[config.mk]
export PLATFORM = sky130hd
export DESIGN_NAME = line_fill_responder
export DESIGN_NICKNAME = d
export VERILOG_FILES = /design/src/rtl/line_fill_responder.sv
export SDC_FILE = /design/constraint.sdc
export NUM_CORES = 1
export LEC_CHECK = 0
export ABC_AREA = 1
export CAP_MARGIN = 0
export CORE_MARGIN = 2
export CORE_UTILIZATION = 40
export CTS_CLUSTER_DIAMETER = 100
export CTS_CLUSTER_SIZE = 28
export DETAILED_ROUTE_END_ITERATION = 10
export GPL_TIMING_DRIVEN = 0
export HOLD_SLACK_MARGIN = 0.08
export PLACE_DENSITY = 0.68
export SYNTH_ARGS = -nofsm -noshare
export SYNTH_HDL_FRONTEND = slang
export SYNTH_SLANG_ARGS = --single-unit
[constraint.sdc]
create_clock -name clk -period 5.3 [get_ports clk]
set_clock_uncertainty 0.05 [all_clocks]
set_input_delay 1.06 -clock clk [delete_from_list [all_inputs] [get_ports clk]]
set_output_delay 1.06 -clock clk [all_outputs]
set_load 0.1 [all_outputs]
[src/rtl/line_fill_responder.sv]
// line_fill_responder: memory-side responder for the L1 miss/writeback port.
// Models a fixed DELAY-cycle backing store with DEPTH in-order request slots.
// Line-fill reads return a response; writebacks retire silently.
// Optional feature macro: MEM_ERR_CHECK_EN (flag line addresses >= MEM_BYTES).
module line_fill_responder #(
  parameter int unsigned DELAY      = 8,
  parameter int unsigned DEPTH      = 4,
  parameter int unsigned LINE_BYTES = 64,
  parameter logic [31:0] MEM_BYTES  = 32'h0010_0000
) (
  input  logic        clk,
  input  logic        rst,
  input  logic        req_valid,
  output logic        req_ready,
  input  logic        req_write,
  input  logic [31:0] req_addr,
  input  logic [1:0]  req_id,
  output logic        resp_valid,
  input  logic        resp_ready,
  output logic [31:0] resp_addr,
  output logic [1:0]  resp_id,
  output logic        resp_err,
  output logic [31:0] rd_count,
  output logic [31:0] wb_count
);

  localparam int unsigned PTR_W = (DEPTH > 1) ? $clog2(DEPTH) : 1;
  localparam int unsigned CNT_W = PTR_W + 1;
  localparam logic [CNT_W-1:0] DEPTH_C   = CNT_W'(DEPTH);
  localparam logic [31:0]      LINE_MASK = ~(32'(LINE_BYTES) - 32'd1);
  localparam logic [31:0]      DELAY_C   = 32'(DELAY);

`ifdef MEM_ERR_CHECK_EN
  localparam logic ERR_CHECK = 1'b1;
`else
  localparam logic ERR_CHECK = 1'b0;
`endif

  typedef struct packed {
    logic [31:0] addr;
    logic [1:0]  id;
    logic        write;
    logic        err;
    logic [31:0] due;
  } entry_t;

  typedef enum logic [1:0] {
    IDLE   = 2'd0,
    WAIT   = 2'd1,
    RESP   = 2'd2,
    RETIRE = 2'd3
  } state_t;

  entry_t           slots [DEPTH];
  logic [PTR_W-1:0] wr_ptr;
  logic [PTR_W-1:0] rd_ptr;
  logic [PTR_W-1:0] rd_ptr_nxt;
  logic [CNT_W-1:0] count;
  logic [CNT_W-1:0] count_d;
  logic [31:0]      cyc;
  logic [31:0]      cyc_next;

  state_t           state;
  state_t           state_d;

  logic             push;
  logic             pop;
  logic             rd_inc;
  logic             wb_inc;
  entry_t           new_entry;
  entry_t           cand;
  logic             cand_valid;
  logic             cand_due;
  logic [31:0]      due_diff;

  logic             resp_valid_d;
  logic [31:0]      resp_addr_d;
  logic [1:0]       resp_id_d;
  logic             resp_err_d;

  // Request acceptance and the slot image of an incoming request
  always_comb begin
    push            = req_valid && req_ready;
    new_entry.addr  = req_addr & LINE_MASK;
    new_entry.id    = req_id;
    new_entry.write = req_write;
    new_entry.err   = ERR_CHECK && ((req_addr & LINE_MASK) >= MEM_BYTES);
    new_entry.due   = cyc + DELAY_C;
  end

  assign cyc_next   = cyc + 32'd1;
  assign rd_ptr_nxt = rd_ptr + PTR_W'(1);

  // Slot storage; contents are only meaningful while counted as occupied
  always_ff @(posedge clk) begin
    if (push) begin
      slots[wr_ptr] <= new_entry;
    end
  end

  // Head FSM next state and registered response outputs. Decisions target the
  // coming edge, so due-ness is judged against cyc_next. When the head leaves
  // this cycle the entry behind it is examined so responses can run 1/cycle.
  always_comb begin
    state_d      = state;
    resp_valid_d = resp_valid;
    resp_addr_d  = resp_addr;
    resp_id_d    = resp_id;
    resp_err_d   = resp_err;
    pop          = 1'b0;
    rd_inc       = 1'b0;
    wb_inc       = 1'b0;
    cand         = slots[rd_ptr];
    cand_valid   = 1'b0;
    due_diff     = 32'd0;
    cand_due     = 1'b0;

    case (state)
      RESP: begin
        if (resp_ready) begin
          pop    = 1'b1;
          rd_inc = 1'b1;
        end
      end
      RETIRE: begin
        pop    = 1'b1;
        wb_inc = ~slots[rd_ptr].err;
      end
      default: ;
    endcase

    count_d = count + CNT_W'(push) - CNT_W'(pop);

    if (pop) begin
      cand       = slots[rd_ptr_nxt];
      cand_valid = (count > CNT_W'(1));
    end else begin
      cand_valid = (count != '0);
    end

    due_diff = cyc_next - cand.due;
    cand_due = cand_valid && !due_diff[31];

    // A stalled response holds everything; otherwise re-evaluate the head
    if (!(state == RESP && !resp_ready)) begin
      resp_valid_d = 1'b0;
      if (cand_due) begin
        if (cand.write) begin
          state_d = RETIRE;
        end else begin
          state_d      = RESP;
          resp_valid_d = 1'b1;
          resp_addr_d  = cand.addr;
          resp_id_d    = cand.id;
          resp_err_d   = cand.err;
        end
      end else if (count_d != '0) begin
        state_d = WAIT;
      end else begin
        state_d = IDLE;
      end
    end
  end

  // FSM state and response output registers
  always_ff @(posedge clk) begin
    if (rst) begin
      state      <= IDLE;
      resp_valid <= 1'b0;
      resp_addr  <= 32'd0;
      resp_id    <= 2'd0;
      resp_err   <= 1'b0;
    end else begin
      state      <= state_d;
      resp_valid <= resp_valid_d;
      resp_addr  <= resp_addr_d;
      resp_id    <= resp_id_d;
      resp_err   <= resp_err_d;
    end
  end

  // Queue bookkeeping, free-running cycle counter and ready flag
  always_ff @(posedge clk) begin
    if (rst) begin
      cyc       <= 32'd0;
      count     <= '0;
      wr_ptr    <= '0;
      rd_ptr    <= '0;
      req_ready <= 1'b1;
    end else begin
      cyc       <= cyc_next;
      count     <= count_d;
      req_ready <= (count_d != DEPTH_C);
      if (push) begin
        wr_ptr <= wr_ptr + PTR_W'(1);
      end
      if (pop) begin
        rd_ptr <= rd_ptr_nxt;
      end
    end
  end

  // Delivered-read and retired-writeback counters (wrap modulo 2^32)
  always_ff @(posedge clk) begin
    if (rst) begin
      rd_count <= 32'd0;
      wb_count <= 32'd0;
    end else begin
      if (rd_inc) begin
        rd_count <= rd_count + 32'd1;
      end
      if (wb_inc) begin
        wb_count <= wb_count + 32'd1;
      end
    end
  end

endmodule

==> key figures, run 1 <==
Run status
  – Status: finished, final reports clean

Synthesis
  – Syn Inst Count: 2,140
  – Sequential area share after synthesis: 53.5%
  – Syn avg cell area: 8.79 um^2
  – Synth warnings: 0
  – Most used DFF post-synth: edfxtp_1
  – Number of synthesized flops with an enable pin: 244
  – Synth Cell Area: 18,800 um^2
  – Synthesized flop and latch total: 381
  – FFs w/ async S/R, synth: 0%
  – Distinct cells, synth: 52

Placed design
  – Area post-placement: 21,000 um^2
  – Dpl cells: 2,887
  – Placer congestion estimate: 0.899
  – Dpl hpwl: 41,200 um
  – IO buf count: 126

Clocking
  – CTS root buf: clkbuf_16
  – CTS max path bufs: 3
  – Worst skew pair latency: 0.55 ns
  – Total CTS buffers: 18
  – Post-CTS setup buffer count: 0
  – CTS tree: yes
  – Clock-pin slew on the worst setup and hold paths: 0.11 ns
  – Sink Count: 381
  – Hold buffer count at cts: 0
  – H-tree depth: 1

Power and ir drop
  – Clock Power Share: 19.2%
  – Psw: 0.00361 W
  – Power share of the sequential group: 42.3%
  – Peak supply drop: 0.389 mV
  – P per Cell Area: 405 nW/um^2
  – P_int: 0.00514 W
  – Combinational share of power: 38.5%
  – Sw Ratio: 41.2%
  – P_leak: 7.92 nW

STA
  – Final Cycle Share: 95.2%
  – WHS: 0.429 ns
  – Max-Slew Margin vs Limit: 29.0%
  – Worst slew pin tran: 1.06 ns
  – Min Tclk post-route: 5.05 ns
  – Final setup fails: 0
  – Fmax: 198 MHz
  – RSZ-0062 raised after global routing: false
  – Final hold violation count: 0
  – Total Negative Setup Slacks: 0 ns
  – Max-slew violation count: 0

Drt
  – Antenna viol nets, final: 0
  – Post-route DRC: 0
  – Iter 0 DRT Violations: 1,704
  – Via count: 16,300
  – Routed vias/inst: 5.60
  – Routed len/inst: 19.6 um
  – First-pass detailed-route iteration total: 8
  – Detailed Route WL: 57,100 um

Critical path
  – Most common cell on crit path: nand2_1
  – Crit Path Class: register to register
  – Critical Path AT: 5.44 ns
  – Crit path max-delay cell type: buf_1
  – CP Launch Type: register
  – CP Max Fanout: 10
  – CP Cell Sequence: buf_2, clkbuf_1, clkbuf_2, buf_1, o211ai_1, a32o_1, ha_1, a21oi_1, o21ai_0, nand2_1, o311ai_0, a21oi_2, nand2_1, nand2_1, nand4_4, buf_2, nor2_1, nor2_1
  – CP endpoint kind: register
  – Largest stage delay on the critical path: 0.57 ns
  – WP data required: 5.70 ns

Finish
  – Final instance area: 21,600 um^2
  – Layout Nets: 2,379
  – Synthesis-to-finish area growth: 15.0%
  – FF+latch area: 10,100 um^2
  – Antenna cells: 0
  – Area of the multi-input gates: 7490 um^2
  – Final non-filler cell total: 2,917
  – # fillers: 4,380
  – Layout cells sized above 1: 3.98%
  – Final core occ: 46.5%

Floorplanning
  – Chip Height: 221 um
  – Die ar.: 48,800 um^2
  – Effective utilization at floorplan: 40.5%
  – Core area: 46,500 um^2
  – Die X: 221 um
  – FP Rows: 79
  – I/O pins: 140

Global routing
  – Largest net degree at the start of global routing: 30
  – Initial antenna violation count: 0
  – Overall Global Routing Usage: 22.5%
  – GR Overflow Total: 0
  – Number of global-route vias before repair: 16,000
  – First-pass GRT wire length: 88,100 um

Job
  – Max-Cap Viols: 0

Hold path
  – Min-delay worst type: register to register
-- metal layers --
metal	GRT usage, %	routed length [um]	vias up
li1	-	-	7589
met1	29.3	23500	7813
met5	0	0	-
met3	2.85	4440	134
met4	7.84	1640	0
met2	38.7	27500	796
-- power groups by stage --
| stage | clock network (W) | registers, W | logic (W) |
|---|---|---|---|
| global route | 0.00180 | 0.00373 | 0.00362 |
| detailed placement | 0 | 0.00376 | 0.00332 |
| finish | 0.00168 | 0.00370 | 0.00337 |
| CTS | 0.00169 | 0.00369 | 0.00332 |
| floorplan | 0 | 0.00441 | 0.00159 |
| global placement | 0 | 0.00380 | 0.00319 |
-- metrics by stage --
step	worst slack, ns	total power, W
2_1_floorplan	0.842	0.00600
3_3_place_gp	-1.99	0.00699
3_5_place_dp	-0.955	0.00708
4_1_cts	0.171	0.00871
5_1_grt	0.0144	0.00915
6_report	0.254	0.00875
-- sequential cells by signal (all words and copies together), names as in the netlist, named ones only --
register	count
count	3
resp_addr	26
rd_count	32
resp_valid	1
rd_ptr	2
cyc	32
state	2
resp_id	2
wb_count	32
req_ready	1
wr_ptr	2
slots	244
-- critical path: cells and delay by family (launching register included) --
kind                     cells  cell delay (ns)
buffers and inverters        5             2.05
AO/OA/AOI/OAI                6             1.45
AND/OR/NAND/NOR              6             0.74
flip-flops                   1             0.34
adder cells (fa/ha/maj)      1             0.29
-- cells in the mapped netlist (all sizes together) (2+ instances only) --
cell | count | share of area (%)
a21oi | 118 | 3.1
a22oi | 16 | 0.64
dfxtp | 137 | 15
nor2 | 308 | 6.3
a221oi | 34 | 1.6
o211ai | 35 | 1.4
o221ai | 3 | 0.14
and3 | 3 | 0.10
edfxtp | 244 | 39
xnor2 | 12 | 0.56
ha | 41 | 2.7
nor3 | 41 | 1.2
a31oi | 8 | 0.27
o22ai | 21 | 0.70
a2bb2oi | 14 | 0.65
nor4 | 12 | 0.40
nand3 | 48 | 1.3
or2 | 3 | 0.10
inv | 225 | 4.5
o21a | 9 | 0.36
o2bb2ai | 8 | 0.37
nand3b | 2 | 0.080
a32o | 15 | 0.80
nand4 | 22 | 0.81
nand2 | 410 | 8.2
a211oi | 3 | 0.12
xor2 | 48 | 2.2
buf | 31 | 0.94
clkbuf | 79 | 1.6
nor3b | 5 | 0.20
o21ai | 178 | 4.7
-- cell type report --
type / count / share of cell area, %
buffer: 108 / 2.22
clock buffer: 29 / 2.37
clock inverter: 3 / 0.203
inverter: 226 / 3.92
multi-input combinational: 1429 / 34.6
sequential: 381 / 46.6
tap: 607 / 3.51
timing repair buffer: 134 / 6.57
-- worst paths after layout --
check	endpoint	slack, ns	from	cells after the start
worst max-delay path	resp_addr[21]$_SDFFE_PP0P_	0.25	register	18
worst min-delay path	resp_valid$_SDFFE_PP0N_	0.43	resp_valid$_SDFFE_PP0N_	2
worst max register to register	resp_addr[21]$_SDFFE_PP0P_	0.25	register	18
worst min register to register	resp_valid$_SDFFE_PP0N_	0.43	resp_valid$_SDFFE_PP0N_	2
-- kinds of logic after synthesis --
| logic type | share of synthesized area, % |
|---|---|
| buffers and inverters | 7.03 |
| AO/OA/AOI/OAI | 15.0 |
| adder cells (fa/ha/maj) | 2.83 |
| AND/OR/NAND/NOR | 18.7 |
| XOR/XNOR | 2.79 |
| flip-flops | 53.5 |
| other | 0.0199 |
-- layout by cell type (no fill, tap or decap), drive strengths merged, types with 2 or more instances in the layout --
cell type,instances
a31oi,8
a21oi,118
a221oi,34
buf,38
o2bb2ai,8
nor4,12
o21ai,178
a22oi,16
nand3b,2
dfxtp,137
nand4,22
ha,41
nand3,48
o22ai,21
a2bb2oi,14
clkdlybuf4s50,126
a211oi,3
o211ai,35
or2,3
nor3,41
nor3b,5
conb,7
edfxtp,244
nand2,410
xnor2,12
inv,228
o21a,9
a32o,15
clkbuf,107
nor2,308
o221ai,3
xor2,48
and3,3
-- what timing repair did --
action | CTS | global route
pin swaps | 0 | 0
cloned | 0 | 0
endpoints found under the setup margin | 31 | 31
resized for setup | 6 | 14
Power figures use the tool's default switching activity.
==> run 2, diff against run 1 <==
- PLACE_DENSITY: 0.68 -> 0.69
==> run 2 against run 1 <==
Register-to-register slack got worse by 0.03 ns. Flip-flop and latch count did not move. Sequential share of layout area rose by 0.057 points. Cell count barely moved. Core utilization fell by 0.057 points. Via count rose by 0.44%. Critical path depth did not move. First-iteration DRC count fell by 2.5%. Critical endpoint is now resp_addr[29]$_SDFFE_PP0P_. Largest power group unchanged. Highest routed layer unchanged.
==> key figures, run 2 (same netlist as run 1, synthesis figures left out) <==
Clocking
  – H-tree depth: 1 (unchanged)
  – Clock-pin slew on the worst setup and hold paths: 0.11 ns (about the same)
  – CTS tree: yes
  – Total CTS buffers: 17 (-1)
  – Worst skew pair latency: 0.54 ns (about the same)
  – Hold buffer count at cts: 0 (unchanged)
  – Sink Count: 381 (unchanged)
  – CTS root buf: clkbuf_16
  – CTS max path bufs: 3 (unchanged)
  – Post-CTS setup buffer count: 0 (unchanged)

Finish
  – # fillers: 4,352 (-0.64%)
  – Most frequent cells in the layout: nand2_1 (408), nor2_1 (297), edfxtp_1 (244), inv_1 (219), o21ai_0 (177)
  – Layout Nets: 2,380 (+0.042%)
  – Final instance area: 21,600 um^2 (-0.12%)
  – Max reg flops: 244 (unchanged)
  – Antenna cells: 0 (unchanged)
  – Commonest non-fill, non-tap cell in the layout: nand2_1
  – Reg with most FFs: slots
  – Final non-filler cell total: 2,916 (-0.034%)
  – Area of the multi-input gates: 7490 um^2 (unchanged)
  – Layout cells sized above 1: 3.81% (-0.17 points)
  – Synthesis-to-finish area growth: 14.8%
  – FF+latch area: 10,100 um^2 (unchanged)

Critical path
  – CP Launch Type: register
  – CP Max Fanout: 10 (unchanged)
  – WP data required: 5.69 ns (about the same)
  – CP endpoint kind: register
  – Crit Path Class: register to register
  – CP Buf/Inv Count: 5 (unchanged)
  – Delay-heaviest family, CP: buffers and inverters
  – Critical Path AT: 5.46 ns (+0.02 ns)
  – Largest stage delay on the critical path: 0.62 ns (+0.05 ns)
  – Crit path max-delay cell type: clkbuf_1
  – Most common cell on crit path: clkbuf_1
  – CP Cell Sequence: clkinv_1, clkbuf_1, clkbuf_1, clkbuf_1, a21oi_1, a22oi_1, o21ai_0, ha_1, nand4_1, nor3_2, nand2_1, nor3_1, nand2_1, nand3_2, nand4_4, buf_2, nor2_1, nor2_1

Run status
  – Status: finished, final reports clean

STA
  – Final Cycle Share: 95.7% (+0.51 points)
  – Max-Slew Margin vs Limit: 30.8% (+1.8 points)
  – Min Tclk post-route: 5.07 ns (+0.0271 ns)
  – Worst slew pin tran: 1.03 ns (-0.0265 ns)
  – Fmax: 197 MHz (-0.53%)
  – Final hold violation count: 0 (unchanged)
  – Final setup fails: 0 (unchanged)
  – Max-slew violation count: 0 (unchanged)
  – WHS: 0.429 ns (+0.000737 ns)
  – RSZ-0062 raised after global routing: false

Placed design
  – Area post-placement: 21,100 um^2 (+0.26%)
  – Dpl hpwl: 41,500 um (+0.69%)
  – IO buf count: 126 (unchanged)
  – Dpl cells: 2,889 (+0.069%)
  – Placer congestion estimate: 0.941 (+4.6%)

Floorplanning
  – Die ar.: 48,800 um^2 (unchanged)
  – I/O pins: 140 (unchanged)
  – Chip Height: 221 um (unchanged)
  – Die X: 221 um (unchanged)
  – Core area: 46,500 um^2 (unchanged)
  – Effective utilization at floorplan: 40.5% (unchanged)
  – FP Rows: 79 (unchanged)

Drt
  – Iter 0 DRT Violations: 1,661 (-2.5%)
  – Antenna viol nets, final: 0 (unchanged)
  – Post-route DRC: 0 (unchanged)
  – Via count: 16,400 (+0.44%)
  – Routed len/inst: 19.7 um (+0.52%)
  – Detailed Route WL: 57,400 um (+0.49%)
  – Routed vias/inst: 5.63 (+0.48%)
  – First-pass detailed-route iteration total: 5 (-3)

Global routing
  – Initial antenna violation count: 0 (unchanged)
  – Number of global-route vias before repair: 16,400 (+2.7%)
  – GR Overflow Total: 0 (unchanged)
  – First-pass GRT wire length: 89,400 um (+1.5%)
  – Largest net degree at the start of global routing: 30 (unchanged)
  – Overall Global Routing Usage: 22.8% (+0.26 points)

Job
  – Max-Cap Viols: 0 (unchanged)

Power and ir drop
  – Peak supply drop: 0.478 mV (+23%)
  – P_leak: 7.90 nW (-0.23%)
  – P per Cell Area: 402 nW/um^2 (-0.76%)

Hold path
  – Min-delay worst type: register to register
[run 2: worst reg2reg max path: stages (launching register included)]
cell and delay (ns):
dfxtp_1 0.33, clkinv_1 0.21, clkbuf_1 0.48, clkbuf_1 0.45
clkbuf_1 0.62, a21oi_1 0.18, a22oi_1 0.21, o21ai_0 0.27
ha_1 0.42, nand4_1 0.14, nor3_2 0.28, nand2_1 0.10
nor3_1 0.17, nand2_1 0.19, nand3_2 0.14, nand4_4 0.22
buf_2 0.31, nor2_1 0.16, nor2_1 0.06
[run 2: timing repair]
| item | 4_1_cts | 5_1_grt |
|---|---|---|
| setup endpoints to repair | 31 | 31 |
| hold endpoints to repair | 0 | 0 |
| cloned | 0 | 0 |
| resized for setup | 4 | 11 |
[run 2: final cells by class]
cell class,count,area share (%)
flip-flops and latches,381,46.6
multi-input cells,1429,34.7
repair buffers,136,6.84
inverters,226,3.93
well taps,607,3.52
plain buffers,108,2.21
clock buffers,27,2.14
clock inverters,2,0.0695
[run 2: stage by stage]
stage                     setup TNS (ns)  utilization, %  setup slack (ns)  power [W]
final                                  0            46.5             0.227    0.00867
after global routing                   0            46.5            0.0162    0.00904
after CTS                              0            46.4            0.0188    0.00862
after detailed placement          -23.12            45.4            -0.841    0.00710
after global placement           -473.47            44.9             -1.89    0.00698
after floorplan                        0               -             0.842    0.00600
[run 2: metal layers]
metal / global-route usage [%] / wire length (um) / vias to the layer above
li1: - / - / 7587
met4: 9.42 / 2140 / 0
met2: 38.8 / 27400 / 881
met5: 0 / 0 / -
met3: 3.27 / 5040 / 154
met1: 29.1 / 22900 / 7782
[run 2: path summary, 6_finish.rpt]
path | cells after the start | startpoint | endpoint | slack [ns]
hold / removal | 2 | resp_valid$_SDFFE_PP0N_ | resp_valid$_SDFFE_PP0N_ | 0.43
hold reg to reg | 2 | resp_valid$_SDFFE_PP0N_ | resp_valid$_SDFFE_PP0N_ | 0.43
setup reg to reg | 18 | register | resp_addr[29]$_SDFFE_PP0P_ | 0.23
setup / recovery | 18 | register | resp_addr[29]$_SDFFE_PP0P_ | 0.23
[run 2: power breakdown]
part / switching (W) / total, W / internal [W]
Sequential: 0.000170 / 0.00370 / 0.00353
Clock: 0.000942 / 0.00156 / 0.000619
Combinational: 0.00249 / 0.00341 / 0.000922
